==> config.mk <==
export PLATFORM = sky130hd
export DESIGN_NAME = pipeline_fetch_unit
export DESIGN_NICKNAME = d
export VERILOG_FILES = /design/src/rtl/kl_fetch_pkg.sv /design/src/rtl/fetch_queue.sv /design/src/rtl/pipeline_fetch_unit.sv
export SDC_FILE = /design/constraint.sdc
export NUM_CORES = 1
export LEC_CHECK = 0
export CAP_MARGIN = 25
export CELL_PAD_IN_SITES_DETAIL_PLACEMENT = 1
export CELL_PAD_IN_SITES_GLOBAL_PLACEMENT = 1
export CORE_MARGIN = 3
export CORE_UTILIZATION = 30
export CTS_CLUSTER_DIAMETER = 40
export DETAILED_ROUTE_END_ITERATION = 16
export DONT_BUFFER_PORTS = 1
export PLACE_DENSITY = 0.52
export SLEW_MARGIN = 20
export SYNTH_ARGS = -nofsm -noshare
export SYNTH_HDL_FRONTEND = slang
export SYNTH_SLANG_ARGS = --single-unit
==> constraint.sdc <==
create_clock -name clk -period 2.4 [get_ports clk]
set_clock_uncertainty 0.15 [all_clocks]
set_input_delay 0 -clock clk [delete_from_list [all_inputs] [get_ports clk]]
set_output_delay 0 -clock clk [all_outputs]
set_load 0.03 [all_outputs]
==> src/rtl/kl_fetch_pkg.sv <==
// Shared types and constants for the instruction fetch stage.
package kl_fetch_pkg;

    localparam int unsigned FETCH_PC_W = 8;
    localparam int unsigned FETCH_IR_W = 16;
    localparam logic [2:0]  OP_HALT    = 3'b111;
    localparam logic [15:0] NOP_IR     = 16'h0000;

    typedef struct packed {
        logic [FETCH_PC_W-1:0] pc;
        logic [FETCH_IR_W-1:0] ir;
    } fetch_entry_t;

    typedef enum logic {
        RUN  = 1'b0,
        HALT = 1'b1
    } fetch_state_t;

endpackage

==> src/rtl/fetch_queue.sv <==
// Small FIFO of fetched {pc, ir} entries; flush empties it, pop-and-push when full is legal.
module fetch_queue
    import kl_fetch_pkg::*;
#(
    parameter type         entry_t = fetch_entry_t,
    parameter int unsigned QDEPTH  = 2,
    localparam int unsigned CW     = $clog2(QDEPTH + 1)
) (
    input  logic          clk,
    input  logic          rst,
    input  logic          flush,
    input  logic          push,
    input  entry_t        push_data,
    input  logic          pop,
    output entry_t        head,
    output logic [CW-1:0] count
);

    localparam int unsigned    PW   = (QDEPTH > 1) ? $clog2(QDEPTH) : 1;
    localparam logic [PW-1:0]  LAST = PW'(QDEPTH - 1);
    localparam logic [CW-1:0]  FULL = CW'(QDEPTH);

    entry_t        mem [QDEPTH];
    logic [PW-1:0] rd_ptr, wr_ptr;
    logic          do_push, do_pop;

    assign do_pop  = pop && (count != '0);
    assign do_push = push && ((count != FULL) || do_pop);
    assign head    = mem[rd_ptr];

    always_ff @(posedge clk) begin
        if (do_push) begin
            mem[wr_ptr] <= push_data;
        end
    end

    always_ff @(posedge clk) begin
        if (rst || flush) begin
            rd_ptr <= '0;
            wr_ptr <= '0;
            count  <= '0;
        end else begin
            if (do_push) begin
                wr_ptr <= (wr_ptr == LAST) ? '0 : wr_ptr + 1'b1;
            end
            if (do_pop) begin
                rd_ptr <= (rd_ptr == LAST) ? '0 : rd_ptr + 1'b1;
            end
            case ({do_push, do_pop})
                2'b10:   count <= count + 1'b1;
                2'b01:   count <= count - 1'b1;
                default: count <= count;
            endcase
        end
    end

endmodule

==> src/rtl/pipeline_fetch_unit.sv <==
// Instruction fetch stage: PC sequencing, imem requests, fetch queue, redirect and HALT.
// Optional FETCH_PERF_CNT_EN adds saturating fetch/stall counters.
module pipeline_fetch_unit
    import kl_fetch_pkg::*;
#(
    parameter int unsigned      PC_W     = FETCH_PC_W,
    parameter int unsigned      IR_W     = FETCH_IR_W,
    parameter int unsigned      QDEPTH   = 2,
    parameter logic [PC_W-1:0]  RESET_PC = '0,
    parameter logic [IR_W-1:0]  NOP_IR   = IR_W'(kl_fetch_pkg::NOP_IR)
) (
    input  logic            clk,
    input  logic            rst,
    output logic            imem_req,
    output logic [PC_W-1:0] imem_addr,
    input  logic [IR_W-1:0] imem_rdata,
    input  logic            update_in,
    input  logic            redirect_in,
    input  logic [PC_W-1:0] redirect_pc,
    output logic [IR_W-1:0] IR_out,
    output logic [PC_W-1:0] PC_out,
    output logic            valid_out,
    output logic            halted_out
`ifdef FETCH_PERF_CNT_EN
    ,
    output logic [15:0]     fetch_cnt_out,
    output logic [15:0]     stall_cnt_out
`endif
);

    typedef struct packed {
        logic [PC_W-1:0] pc;
        logic [IR_W-1:0] ir;
    } entry_t;

    localparam int unsigned CW = $clog2(QDEPTH + 1);

    fetch_state_t    state_q;
    logic [PC_W-1:0] fetch_pc_q, inflight_pc_q, last_pc_q;
    logic            inflight_q;
    logic [CW-1:0]   count;
    entry_t          head, push_entry;
    logic            pop, push, issue, halt_push;

    assign valid_out = (count != '0);
    assign pop       = update_in & valid_out;

    // count + inflight - pop < QDEPTH, rearranged so nothing goes negative
    assign issue = ~rst && (state_q == RUN) &&
                   ((CW+2)'(count) + (CW+2)'(inflight_q) < (CW+2)'(QDEPTH) + (CW+2)'(pop));

    assign imem_req  = issue;
    assign imem_addr = fetch_pc_q;

    // A redirect in the response cycle drops the returning word
    assign push       = inflight_q & ~redirect_in;
    assign push_entry = '{pc: inflight_pc_q, ir: imem_rdata};
    assign halt_push  = push && (imem_rdata[IR_W-1 -: 3] == OP_HALT);

    fetch_queue #(
        .entry_t (entry_t),
        .QDEPTH  (QDEPTH)
    ) u_queue (
        .clk       (clk),
        .rst       (rst),
        .flush     (redirect_in),
        .push      (push),
        .push_data (push_entry),
        .pop       (pop & ~redirect_in),
        .head      (head),
        .count     (count)
    );

    assign IR_out     = valid_out ? head.ir : NOP_IR;
    assign PC_out     = valid_out ? head.pc : last_pc_q;
    assign halted_out = (state_q == HALT);

    always_ff @(posedge clk) begin
        if (rst) begin
            state_q       <= RUN;
            fetch_pc_q    <= RESET_PC;
            inflight_q    <= 1'b0;
            inflight_pc_q <= '0;
            last_pc_q     <= '0;
        end else begin
            if (valid_out) begin
                last_pc_q <= head.pc;
            end
            if (issue) begin
                inflight_pc_q <= fetch_pc_q;
            end
            if (redirect_in) begin
                state_q    <= RUN;
                fetch_pc_q <= redirect_pc;
                inflight_q <= 1'b0;
            end else begin
                // the request issued alongside a HALT push is squashed
                inflight_q <= issue & ~halt_push;
                if (issue) begin
                    fetch_pc_q <= fetch_pc_q + 1'b1;
                end
                if (halt_push) begin
                    state_q <= HALT;
                end
            end
        end
    end

`ifdef FETCH_PERF_CNT_EN
    always_ff @(posedge clk) begin
        if (rst) begin
            fetch_cnt_out <= '0;
            stall_cnt_out <= '0;
        end else begin
            if (push && (fetch_cnt_out != '1)) begin
                fetch_cnt_out <= fetch_cnt_out + 1'b1;
            end
            if (valid_out && !update_in && (stall_cnt_out != '1)) begin
                stall_cnt_out <= stall_cnt_out + 1'b1;
            end
        end
    end
`endif

endmodule

==> summary.md, run 1 <==
At the end of routability-driven placement, the weighted congestion stood at 0.736. The startpoint identified for the worst hold timing path is rst. The routed length per placed instance was 15.7 um; the width of the die was 108 um. Traced cell by cell, the critical path runs through ha_1 -> ha_1 -> or2_2 -> o21ai_0 -> a21oi_1 -> dlygate4sd3_1.

Data arrives at the worst endpoint at 2.27 ns. The worst setup path is captured at a register. The cell area power density was 667 nW/um^2; the final count of negative-setup-slack endpoints was 0.

The type of element launching the critical path was a register. Summed over all layers, the routed wires come to 7.21 mm. The share of post-route cells with drive strength above 1 was 0.181. Type of the most critical hold path: primary input to output port. The setup slack of the most critical reg-to-reg path was 0.21 ns; the total of max-cap violations was 0.

TritonCTS built the clock tree. The tools report the final setup slack of the worst path as 0.208 ns. The run gives 0 as the final max-slew violation count.

The number of buffers inserted by port buffering came out at 0. The tools report the maximum ir drop on the vdd rail as 0.000332 V. The actual transition at the worst max-transition pin works out to 0.688 ns. Summed over all layers, the global routing overflow is 0.

In this run the critical register-to-register path is launched from inflight_q. For this run, design rule violations remaining after detail routing come to 0. The largest individual stage delay along the critical path comes from the cell sky130_fd_sc_hd__dlygate4sd3_1.

The run finished with clean final reports. The number of iterations in the first detailed-routing pass is 4, and the maximum clock frequency is 456 MHz. Entering global routing, the biggest net connects 34 pins. The tools report the sequential-to-total area share from yosys stat as 0.657.

Root cell of the clock tree: sky130_fd_sc_hd__clkbuf_8. The number of global-route vias before repair is 2260, and the final critical delay including setup and external delays is 2.19 ns. After clock tree synthesis, the clock-pin slew on the worst setup and hold paths is 0.08 ns. Relative max-transition margin: 0.541. The net load switching power was 0.000614 W. The run gives 0.0372 ns as the worst hold slack.

Synthesis instantiated 34 different standard cells from the library. Worst setup slack after placement: 0.296 ns. The post-synthesis instance total was 257; the biggest cell delay along the critical path was 0.56 ns.

The CTS buffer count is 9, and the average instance area after synthesis is 12.2 sq um. In this run the vertical extent of the chip is 108 um. Pin placement for this block handled 63 I/O pins.

Critical setup path kind: register to register. For the portion of total power attributed to combinational logic, the log shows 0.072. Number of antenna cells inserted: 0. Setup repair after global routing left no endpoint under its margin. The sink count of the clock tree was 79; the part of the cycle the worst path needs was 0.913. Proportion of total power due to net switching: 0.226. The clock network latency to the later pin of the worst-skew pair was 0.34 ns; the area of the placeable core was 9950 sq um. Relative to the synthesized area, the layout overhead comes to 29.7%. Summed over all cells, the static leakage comes to 1.43 nW. For the placed wire-length estimate, the log shows 4.66 mm.

Counting the fill cells in the layout gives 1061. The cell-internal power was 0.00210 W. For the worst setup path, the data required time is 2.48 ns. After the last flow step, the layout net total stands at 353. The initial core utilization is 0.315, and the number of DRC markers in iteration 0 is 111. For the post-synthesis instance area, the log shows 3140 sq um. Detailed routing inserted a total of 2199 vias. The part of the total power dissipated in sequential elements is 0.557, and the via density per instance is 4.79. Overall track demand over capacity in global routing: 0.129. The register bit total from synthesis was 79. For the share of power burned in the clock network, the log shows 0.371.

The cell seen most often among critical-path stages is sky130_fd_sc_hd__ha_1. The final cell utilization of the core came out at 0.409. The detail route stage leaves a number of antenna-violating nets equal to 0. For the final routed database, the setup TNS stands at 0 ns. Die outline area: 11700 sq um. The first global-routing pass estimated 11.7 mm of wire.

Yosys printed 0 warnings. For the placement row count, the log shows 36. In this run the worst setup path begins at inflight_q. The logs give 289 for the synthesized net count and 0 for the number of hold violations in the final report. The H-tree depth reported by CTS is 3, and the worst-case clock buffer depth is 2. The tools report the number of antenna violations at the first check in global routing as 0. The highest fanout seen on the critical path is 11.
what timing repair did:
item                                    4_1_cts  5_1_grt
endpoints found under the setup margin        0        2
hold buffers                                 31        0
resized for setup                             0        2
setup buffers                                 0        0
endpoints found under the hold margin        63        0
cells in the mapped netlist:
| cell type | n | area share |
|---|---|---|
| sky130_fd_sc_hd__a21oi_1 | 8 | 0.013 |
| sky130_fd_sc_hd__a311oi_1 | 7 | 0.020 |
| sky130_fd_sc_hd__a31oi_1 | 1 | 0.0020 |
| sky130_fd_sc_hd__and2_1 | 1 | 0.0020 |
| sky130_fd_sc_hd__and4_1 | 1 | 0.0028 |
| sky130_fd_sc_hd__and4b_1 | 2 | 0.0064 |
| sky130_fd_sc_hd__buf_2 | 3 | 0.0048 |
| sky130_fd_sc_hd__clkbuf_1 | 11 | 0.013 |
| sky130_fd_sc_hd__clkbuf_2 | 1 | 0.0016 |
| sky130_fd_sc_hd__clkinv_1 | 1 | 0.0012 |
| sky130_fd_sc_hd__dfxtp_1 | 31 | 0.20 |
| sky130_fd_sc_hd__edfxtp_1 | 48 | 0.46 |
| sky130_fd_sc_hd__ha_1 | 4 | 0.016 |
| sky130_fd_sc_hd__inv_1 | 3 | 0.0036 |
| sky130_fd_sc_hd__mux2i_1 | 24 | 0.076 |
| sky130_fd_sc_hd__nand2_1 | 11 | 0.013 |
| sky130_fd_sc_hd__nand3_1 | 9 | 0.014 |
| sky130_fd_sc_hd__nand4_1 | 4 | 0.0080 |
| sky130_fd_sc_hd__nor2_1 | 30 | 0.036 |
| sky130_fd_sc_hd__nor2b_1 | 8 | 0.016 |
| sky130_fd_sc_hd__nor3_1 | 5 | 0.0080 |
| sky130_fd_sc_hd__nor4_1 | 1 | 0.0020 |
| sky130_fd_sc_hd__o21a_1 | 2 | 0.0048 |
| sky130_fd_sc_hd__o21ai_0 | 23 | 0.037 |
| sky130_fd_sc_hd__o21ai_1 | 1 | 0.0016 |
| sky130_fd_sc_hd__o21ai_2 | 1 | 0.0028 |
| sky130_fd_sc_hd__o21bai_1 | 1 | 0.0024 |
| sky130_fd_sc_hd__o311a_1 | 1 | 0.0032 |
| sky130_fd_sc_hd__o31ai_1 | 1 | 0.0024 |
| sky130_fd_sc_hd__or2_2 | 1 | 0.0020 |
| sky130_fd_sc_hd__or3_1 | 6 | 0.012 |
| sky130_fd_sc_hd__or4_1 | 1 | 0.0024 |
| sky130_fd_sc_hd__xnor2_1 | 3 | 0.0084 |
| sky130_fd_sc_hd__xor2_1 | 2 | 0.0056 |
flip-flops by register name (all words and copies together) (netlist names), 2 cells and up, named ones only:
signal	cells
imem_addr	8
inflight_pc_q	8
last_pc_q	8
u_queue.count	2
u_queue.mem	48
worst max-delay path, delay by kind of cell (launching register included):
| family | cells | cell delay, ns |
|---|---|---|
| DFF | 1 | 0.34 |
| buffers and inverters | 1 | 0.56 |
| AOI/OAI and AO/OA | 2 | 0.27 |
| adders and majority gates | 2 | 0.40 |
| and+or+nand+nor | 1 | 0.37 |
area by class of cell:
type / count / area (sq um) / share of cell area
flip-flops and latches: 79 / 2060 / 0.506
repair buffers: 68 / 611 / 0.150
well taps: 133 / 166 / 0.0408
inverters: 4 / 15.0 / 0.00369
clock buffers: 12 / 155 / 0.0381
clock inverters: 4 / 52.6 / 0.0129
multi-input cells: 159 / 1010 / 0.248
final timing paths:
path | to | cells after the start
max | inflight_pc_q[1] | 6
min | imem_req | 2
max reg2reg | inflight_pc_q[1] | 6
min reg2reg | u_queue.mem[0][19] | 0
power groups by stage:
stage / Sequential, W / Clock [W] / Combinational (W)
2_1_floorplan: 0.00154 / 0 / 0.0000934
3_3_place_gp: 0.00154 / 0 / 0.000138
3_5_place_dp: 0.00154 / 0 / 0.000140
4_1_cts: 0.00151 / 0.00105 / 0.000199
5_1_grt: 0.00152 / 0.00110 / 0.000217
6_report: 0.00151 / 0.00101 / 0.000197
per-layer routing:
layer,global-route usage,part of all wire,vias up
met4,0.0514,0.012,0
met1,0.163,0.46,1063
li1,-,-,1079
met2,0.211,0.48,49
met3,0.0304,0.046,8
met5,0,0,-
cell usage in the layout (no fill, tap or decap), types with 2 or more instances in the layout:
| cell | synthesis | routed |
|---|---|---|
| sky130_fd_sc_hd__nand3_1 | 9 | 9 |
| sky130_fd_sc_hd__mux2i_1 | 24 | 24 |
| sky130_fd_sc_hd__nor2b_1 | 8 | 8 |
| sky130_fd_sc_hd__buf_4 | 0 | 36 |
| sky130_fd_sc_hd__buf_12 | 0 | 2 |
| sky130_fd_sc_hd__edfxtp_1 | 48 | 48 |
| sky130_fd_sc_hd__nor2_2 | 0 | 2 |
| sky130_fd_sc_hd__or3_1 | 6 | 6 |
| sky130_fd_sc_hd__dlygate4sd3_1 | 0 | 30 |
| sky130_fd_sc_hd__inv_1 | 3 | 3 |
| sky130_fd_sc_hd__a311oi_1 | 7 | 7 |
| sky130_fd_sc_hd__nand4_1 | 4 | 4 |
| sky130_fd_sc_hd__nand2_1 | 11 | 11 |
| sky130_fd_sc_hd__nor3_1 | 5 | 5 |
| sky130_fd_sc_hd__nor2_1 | 30 | 28 |
| sky130_fd_sc_hd__and4b_1 | 2 | 2 |
| sky130_fd_sc_hd__clkbuf_8 | 0 | 11 |
| sky130_fd_sc_hd__dfxtp_1 | 31 | 31 |
| sky130_fd_sc_hd__xor2_1 | 2 | 2 |
| sky130_fd_sc_hd__xnor2_1 | 3 | 3 |
| sky130_fd_sc_hd__o21ai_2 | 1 | 2 |
| sky130_fd_sc_hd__ha_1 | 4 | 4 |
| sky130_fd_sc_hd__a21oi_1 | 8 | 8 |
| sky130_fd_sc_hd__o21ai_0 | 23 | 23 |
cells by family after synthesis:
group                    Yosys count  share of synthesized area
AO/OA/AOI/OAI                     46                     0.0880
AND/OR/NAND/NOR                   80                      0.125
flip-flops                        79                      0.657
adder cells (fa/ha/maj)            4                     0.0159
multiplexers                      24                     0.0765
XOR/XNOR                           5                     0.0139
buffers and inverters             19                     0.0243
through the flow:
step / cells / total power (W) / cell area (sq um)
final: 459 / 0.00272 / 4070
after detailed placement: 412 / 0.00168 / 3540
after global routing: 459 / 0.00283 / 4070
after global placement: 412 / 0.00168 / 3540
after CTS: 459 / 0.00276 / 4070
after floorplan: 257 / 0.00164 / 3140
Note: power is estimated with default switching activity, not from simulation.
==> inputs of run 2 (changes only) <==
--- a/config.mk
+++ b/config.mk
@@ -13,7 +13,7 @@
 export CTS_CLUSTER_DIAMETER = 40
 export DETAILED_ROUTE_END_ITERATION = 16
 export DONT_BUFFER_PORTS = 1
-export PLACE_DENSITY = 0.52
+export PLACE_DENSITY = 0.5
 export SLEW_MARGIN = 20
 export SYNTH_ARGS = -nofsm -noshare
 export SYNTH_HDL_FRONTEND = slang
==> constraint.sdc (replaced) <==
create_clock -name clk -period 2.8 [get_ports clk]
set_clock_uncertainty 0.15 [all_clocks]
set_input_delay 0 -clock clk [delete_from_list [all_inputs] [get_ports clk]]
set_output_delay 0 -clock clk [all_outputs]
set_load 0.03 [all_outputs]
==> run 2 against run 1 <==
  * Non-clock buffer count down 16
  * Via count down 4.3%
  * Cell area down 3.9%
  * First-iteration DRC count down 31%
  * Critical endpoint is now imem_addr[4]
  * Sequential cell count unchanged
  * Wire length down 2.8%
  * Power down 19%
  * Maximum frequency down 16%
  * Sequential share of layout area up 2.1 points
  * Cell count down 3.5%
  * Register-to-register slack worse by 0.02 ns
  * Setup slack worse by 0.017 ns
  * Critical path type unchanged
==> summary.md, run 2 (synthesis results as in run 1) <==
The initial core utilization is 0.315, and the worst setup slack after placement is 0.458 ns. STA classifies the critical path startpoint as a register. Placement row count: 36. The flip-flop count of the largest register, all copies and words added is 48, and the clock network latency to the later pin of the worst-skew pair is 0.34 ns. The tools report the relative max-transition margin as 0.503. The total DRC errors in the routed layout is 0, and the via count is 2104. Setup repair after global routing left no endpoint under its margin.

The first global-routing pass estimated 11.3 mm of wire. The worst-case clock buffer depth was 2. Buffers added to address setup during post-CTS repair amount to 0. After clock tree synthesis, the clock-pin slew on the worst setup and hold paths is 0.08 ns.

For this design the static power due to leakage is 1.32 nW. At the pin with the least slew margin, the transition time is 0.745 ns. Dividing the detail-routed via count by the number of cells gives 4.75.

The number of antenna cells inserted was 0. The sum of routed wire length over all layers came out at 7.01 mm. The critical path is of the register to register type. The logs give 0 for the number of antenna violations at the first check in global routing and 0.128 for the overall track demand over capacity in global routing. The tree is rooted in a sky130_fd_sc_hd__clkbuf_8. Hold timing on the final database bottoms out at a slack of 0.157 ns. The path class of the tightest hold or removal check is primary input to register. Derived from the worst setup path, the maximum achievable clock frequency is 383 MHz. The wire-length estimate of the detail-placed layout is 4.60 mm. The flow ran to the end, and the final reports show no timing, DRC or antenna violations.

The routed length per placed instance is 15.8 um, and the remaining antenna violation count is 0. The logs give 337 for the number of nets at the end of the flow and 63 for the top-level port count. The first TritonRoute pass finished after 4 iterations. Port buffering added 0 buffers. The part of the cycle the worst path needs came out at 0.932. The H-tree depth reported by CTS is 3, and the die outline area is 11700 sq um. In this run, CTS created clock tree buffers numbering 9. Summed over all layers, the global routing overflow is 0. The area of the placeable core is 9950 sq um, and the final setup slack of the worst path is 0.191 ns. The share of post-route cells with drive strength above 1 came out at 0.119.

The most flop-heavy register is u_queue.mem. With fillers left out, the area of the finished cells amounts to 3920 sq um. Max-cap violations in this run came to 0.

The number of DRC markers in iteration 0 is 77. The run gives 79 as the sink count of the clock tree. Power spread over the standard cell area amounts to 560 nW/um^2. TritonCTS built the clock tree. The instance area after placement is 3370 sq um.

Final critical delay including setup and external delays: 2.61 ns. The critical path capture point type was a register. Across the VDD grid, the largest voltage drop is 0.000174 V.

In the final timing run, aggregate negative setup slack is 0 ns. The signal arrival time at the worst endpoint was 2.75 ns. Relative to the synthesized area, the layout overhead comes to 24.7%.

In this run the worst path has a maximum fanout of 14. The maximum number of pins on one net before global-route repair came out at 35. Most common cell after layout, fill and taps aside: sky130_fd_sc_hd__edfxtp_1.

The die span in y was 108 um. The worst path required time is 2.94 ns. From left edge to right edge, the die measures 108 um. At the end of routability-driven placement, the weighted congestion stood at 0.694. The number of hold violations in the final report is 0, and the number of global-route vias before repair is 2144. Setup violations remaining at the end of the flow were counted as 0.

The top cell types in the final layout, fill and taps aside, are 48 x sky130_fd_sc_hd__edfxtp_1, 35 x sky130_fd_sc_hd__dlygate4sd3_1, 31 x sky130_fd_sc_hd__dfxtp_1. The final max-slew violation count was 0.
-- run 2: cell type report --
class                   count  area (sq um)
flip-flops and latches     79          2060
repair buffers             52           494
multi-input cells         159          1010
well taps                 133           166
clock inverters             5          35.0
clock buffers              11           131
fillers                  1085          6040
inverters                   4          15.0
-- run 2: final timing paths --
kind | startpoint | to | slack (ns) | cells past startpoint
setup / recovery | u_queue.count[0] | imem_addr[4] | 0.19 | 8
hold / removal | imem_rdata[12] | u_queue.mem[1][12] | 0.16 | 1
setup reg to reg | u_queue.count[0] | imem_addr[4] | 0.19 | 8
hold reg to reg | inflight_pc_q[6] | u_queue.mem[0][22] | 0.30 | 0
-- run 2: per-layer routing --
metal	track usage	part of all wire
met2	0.197	0.46
met3	0.0299	0.050
met4	0.0676	0.019
met5	0	0
met1	0.167	0.47
-- run 2: power by group --
part / leakage (nW) / switching, W / internal, W
registers: 0.691 / 0.0000434 / 0.00126
clock network: 0.0833 / 0.000410 / 0.000323
logic: 0.549 / 0.0000816 / 0.0000719
-- run 2: timing repair --
action | in CTS | in global routing
hold buffers | 36 | 0
gates resized for setup | 0 | 3
endpoints found under the setup margin | 0 | 6
endpoints found under the hold margin | 64 | 0
-- run 2: worst max-delay path, cell delays in order, from the launching register on --
cell	delay [ns]
sky130_fd_sc_hd__dfxtp_1	0.39
sky130_fd_sc_hd__ha_1	0.21
sky130_fd_sc_hd__ha_1	0.21
sky130_fd_sc_hd__nor2_2	0.14
sky130_fd_sc_hd__buf_6	0.18
sky130_fd_sc_hd__nand4_1	0.12
sky130_fd_sc_hd__or3_1	0.34
sky130_fd_sc_hd__a311oi_1	0.23
sky130_fd_sc_hd__dlygate4sd3_1	0.58
-- run 2: stage by stage --
stage,cells,utilization,power (W)
finish,443,0.393,0.00219
global placement,391,0.339,0.00143
global route,443,0.393,0.00229
CTS,443,0.393,0.00223
detailed placement,391,0.339,0.00143
floorplan,257,-,0.00140
